`config.mk`:
```
export PLATFORM = sky130hd
export DESIGN_NAME = countdown_timer
export DESIGN_NICKNAME = d
export VERILOG_FILES = /design/src/rtl/countdown_timer.sv
export SDC_FILE = /design/constraint.sdc
export NUM_CORES = 1
export LEC_CHECK = 0
export CAP_MARGIN = 15
export CORE_MARGIN = 2
export CORE_UTILIZATION = 57
export CTS_CLUSTER_DIAMETER = 50
export DETAILED_ROUTE_END_ITERATION = 16
export PLACE_DENSITY = 0.79
export SLEW_MARGIN = 25
export SYNTH_ARGS = -nofsm -noshare
export SYNTH_HDL_FRONTEND = slang
export SYNTH_SLANG_ARGS = --single-unit
```
`constraint.sdc`:
```
create_clock -name CLOCK_50 -period 2.49 [get_ports CLOCK_50]
set_input_delay 0.747 -clock CLOCK_50 [delete_from_list [all_inputs] [get_ports CLOCK_50]]
set_output_delay 0.747 -clock CLOCK_50 [all_outputs]
set_load 0.01 [all_outputs]
```
`src/rtl/countdown_timer.sv`:
```
// countdown_timer: loadable down-counter, one decrement per prescaled tick.
// LEDR shows the remaining count; LEDR[9] flags completion.
module countdown_timer #(
  parameter int W        = 9,
  parameter int TICK_DIV = 50_000_000
) (
  input  logic       CLOCK_50,
  input  logic [2:0] KEY,
  input  logic [9:0] SW,
  output logic [9:0] LEDR
);

  localparam int PW = $clog2(TICK_DIV);
  localparam logic [PW-1:0] PMAX = PW'(TICK_DIV - 1);

  typedef enum logic [1:0] {
    IDLE,
    RUN,
    PAUSE,
    DONE
  } state_t;

  logic resetn;
  assign resetn = KEY[0];

  // bit 1 = load (KEY[2]), bit 0 = start (KEY[1])
  logic [1:0] key_s1;
  logic [1:0] key_s2;
  logic [1:0] key_d;

  always_ff @(posedge CLOCK_50 or negedge resetn) begin
    if (!resetn) begin
      key_s1 <= '1;
      key_s2 <= '1;
      key_d  <= '1;
    end else begin
      key_s1 <= KEY[2:1];
      key_s2 <= key_s1;
      key_d  <= key_s2;
    end
  end

  logic load_p;
  logic start_p;

  assign load_p  = key_d[1] & ~key_s2[1];
  assign start_p = key_d[0] & ~key_s2[0] & ~load_p;

  state_t        state_q;
  state_t        state_d;
  logic [W-1:0]  count_q;
  logic [W-1:0]  count_d;
  logic [PW-1:0] presc_q;
  logic [PW-1:0] presc_d;

  always_ff @(posedge CLOCK_50 or negedge resetn) begin
    if (!resetn) begin
      state_q <= IDLE;
      count_q <= '0;
      presc_q <= '0;
    end else begin
      state_q <= state_d;
      count_q <= count_d;
      presc_q <= presc_d;
    end
  end

  always_comb begin
    state_d = state_q;
    count_d = count_q;
    presc_d = presc_q;
    unique case (state_q)
      RUN: begin
        if (start_p) begin
          state_d = PAUSE;
        end else if (presc_q == PMAX) begin
          presc_d = '0;
          count_d = count_q - W'(1);
          if (count_q == W'(1) || count_q == '0) begin
            count_d = '0;
            state_d = DONE;
          end
        end else begin
          presc_d = presc_q + PW'(1);
        end
      end
      IDLE: begin
        if (load_p) begin
          count_d = SW[W-1:0];
          presc_d = '0;
        end else if (start_p && count_q != '0) begin
          state_d = RUN;
          presc_d = '0;
        end
      end
      PAUSE: begin
        if (load_p) begin
          count_d = SW[W-1:0];
          presc_d = '0;
          state_d = IDLE;
        end else if (start_p) begin
          state_d = RUN;
        end
      end
      DONE: begin
        if (load_p) begin
          count_d = SW[W-1:0];
          presc_d = '0;
          state_d = IDLE;
        end
      end
      default: begin
        state_d = IDLE;
      end
    endcase
  end

  always_comb begin
    LEDR         = '0;
    LEDR[W-1:0]  = count_q;
    LEDR[9]      = (state_q == DONE);
  end

  logic unused_sw;
  assign unused_sw = ^SW;

endmodule

```
==> impl_metrics.csv <==
group,metric,value,unit
place,hpwl,4390,um
grt,grt.overflow.total,0,
cts,ctsResizeCount,0,
final_layout,drive_gt1_share,17.6,%
floorplan,dieWidth,71.1,um
sta,maxSlewHeadroom,54.8,%
routing,via_count,2348,
cts,hold_buffers,0,
cts,cts.clk_slew.worst_paths,0.08,ns
floorplan,num_io_pins,24,
final_layout,stdcell_count,370,
sta,min_period,2.27,ns
sta,setup_ws,0.224,ns
place,place_inst,362,
setup_path,reg2reg_depth,8,
cts,cts_made_buffers,5,
synthesis,ys_top_cells_by_area,"dfrtp_1 36%, dfstp_2 6.1%, o21ai_0 6.0%",
final_layout,diodes,0,
routing,wire_per_inst,16.6,um
synthesis,yosysWarnings,0,
final_layout,multi_input_area,1370,um^2
grt,grt.total_usage,25.8,%
synthesis,synthCells,280,
setup_path,r2r_slack,0.24,ns
floorplan,floorplan.die_area,5060,um^2
grt,grt_max_degree,28,
sta,final_hold_viol_count,0,
sta,rsz0062_at_grt,"false",
setup_path,startpoint,"state_q[1]",
worst_hold_path,worstHoldPathType,"flip-flop to flip-flop",
synthesis,synth_common_cells,"37 x dfrtp_1, 31 x o21ai_0, 18 x a21oi_1",
setup_path,start_kind,"flip-flop",
synthesis,ys_async_sr_fraction,100,%
final_layout,syn_to_final_growth,19.3,%
floorplan,row_count,24,
final_layout,layout.area.seq,1080,um^2
grt,grt_pass1_vias,2219,
sta,final.setup.tns,0,ns
grt,grt_pass1_wl,10400,um
synthesis,syn_area,2570,um^2
routing,ant_nets,0,
routing,avgViaCountPerCell,6.35,
cts,clock_latency,0.30,ns
cts,cts_max_path_buffers,2,
sta,finalSetupViolCount,0,
power_and_ir_drop,power_density,895,nW/um^2
synthesis,synth_area_per_cell,9.18,um^2
synthesis,yosysMostFrequentCell,"dfrtp_1",
sta,timing.fmax,441,MHz
synthesis,syn-num-nets,298,
setup_path,worstReg2RegStart,"count_q[1]",
setup_path,crit_path_end,"LEDR[9]",
cts,clock-root-buffer,"clkbuf_8",
setup_path,crit_type,"flip-flop to output port",
synthesis,synthFlopType,"dfrtp_1",
cts,htreeDepth,2,
power_and_ir_drop,leakagePower,1.24,nW
routing,drtIter0Drc,255,
grt,antenna_found_initial,0,
synthesis,yosysSeqAreaShare,42.2,%
final_layout,final_nets,335,
sta,worst_pin_slew,0.676,ns
setup_path,crit_arrival,1.52,ns
routing,wirelength,6140,um
power_and_ir_drop,vdd_drop_max,0.607,mV
floorplan,fp.dieH,71.1,um
synthesis,synth-seq-cells,43,
final_layout,nFillCells,345,
setup_path,crit_fanout,7,
floorplan,core,4350,um^2
synthesis,synth_top_area_share,36.0,%
setup_path,r2r_end,"count_q[8]",
synthesis,ys_types,56,
synthesis,synth_edf_count,0,
place,gp_congestion,0.839,
sta,finalClockSkew,0.00884,ns
synthesis,yosys.area.top_type,"dfrtp_1",
setup_path,cp-end-kind,"output port",
routing,firstDrtPassIters,5,
place,portBuffers,22,
sta,layout_worst_path_cycle_share,91.0,%
floorplan,start_util,59.0,%
run_status,status,"completed",
setup_path,cp.required,1.74,ns
cts,cts_sinks,43,
power_and_ir_drop,p_total,2.74,mW
cts,cts_tree,"yes",
flow_run,maxCapViolations,0,
sta,maxSlewViolCount,0,
place,dp_slack,0.108,ns
routing,remaining_drc_errors,0,
cts,post-cts-setup-buffers,0,
## worst min-delay path by stage
stage | startpoint | depth (start not counted) | end | slack, ns
2_1_floorplan | key_s1[0] | 0 | key_s2[0] | 0.35
3_3_place_gp | key_s1[1] | 0 | key_s2[1] | 0.35
3_5_place_dp | key_s1[1] | 0 | key_s2[1] | 0.35
4_1_cts | key_s1[1] | 0 | key_s2[1] | 0.36
5_1_grt | key_s1[1] | 0 | key_s2[1] | 0.36
6_report | key_s1[1] | 0 | key_s2[1] | 0.36
## per-stage QoR
stage / utilization [%] / area [um^2] / hold WS [ns]
after detailed placement: 67.5 / 2940 / 0.347
after global routing: 70.4 / 3070 / 0.361
after CTS: 70.2 / 3060 / 0.359
after floorplan: - / 2570 / 0.345
after global placement: 67.5 / 2940 / 0.346
final: 70.4 / 3070 / 0.358
## area by class of cell
class | count | share of cell area (%)
clock buffer | 6 | 2.69
sequential | 43 | 35.3
clock inverter | 2 | 1.14
tap | 52 | 2.12
timing repair buffer | 41 | 12.1
inverter | 16 | 1.96
multi-input combinational | 210 | 44.7
## registers in the layout, indices dropped and copies added, names as in the netlist
| name | flops |
|---|---|
| count_q | 9 |
| key_s2 | 2 |
| presc_q | 26 |
| state_q | 2 |
| key_s1 | 2 |
| key_d | 2 |
## worst max-delay path, cell delays in order (launching register included)
cell	delay, ns
dfrtp_1	0.40
buf_4	0.17
and2_1	0.12
clkdlybuf4s50_1	0.53
## power breakdown
group | switching (mW) | internal [mW]
Combinational | 0.691 | 0.570
Sequential | 0.111 | 0.808
Clock | 0.240 | 0.325
Total | 1.04 | 1.70
## cells by family (layout without fill, tap and decap cells)
family | count (synthesis) | in the layout | synth area share [%]
simple gates | 114 | 114 | 26.4
compound gates | 88 | 88 | 22.8
flops | 43 | 43 | 42.2
buf+inv | 27 | 65 | 5.11
fa+ha+maj | 4 | 4 | 1.95
mux | 4 | 4 | 1.56
## cell usage in the layout, fill, tap and decap left out, drive strengths merged, types with 2 or more instances in the layout
master         synthesis  routed
and3                   8       8
or3                    2       2
and2b                  3       3
nand4b                 2       2
dfstp                  6       6
or2b                   2       2
nor4                   7       7
ha                     4       4
nor2                  17      17
and4                   3       3
a21oi                 19      19
mux2i                  4       4
clkdlybuf4s50          0      21
a32oi                  2       2
nand4                 11      11
o31ai                  5       5
nand2                 11      11
clkbuf                 5       6
o21a                   3       3
inv                   16      16
nor3                  13      13
buf                    6      20
or4                   11      11
o21ai                 35      35
a31oi                  4       4
nand3                 12      12
dfrtp                 37      37
nor3b                  5       5
a22oi                  2       2
o2bb2ai                2       2
o211a                  2       2
a22o                   4       4
a211o                  2       2
## layer usage
layer,global-route usage [%],share of wire (%),up-vias
li1,-,-,1151
met1,36.1,45,1094
met2,40.1,47,97
met3,5.98,6.9,6
met4,8.18,0.91,0
met5,0,0,-
No activity file was read; power rests on OpenSTA's default activity.
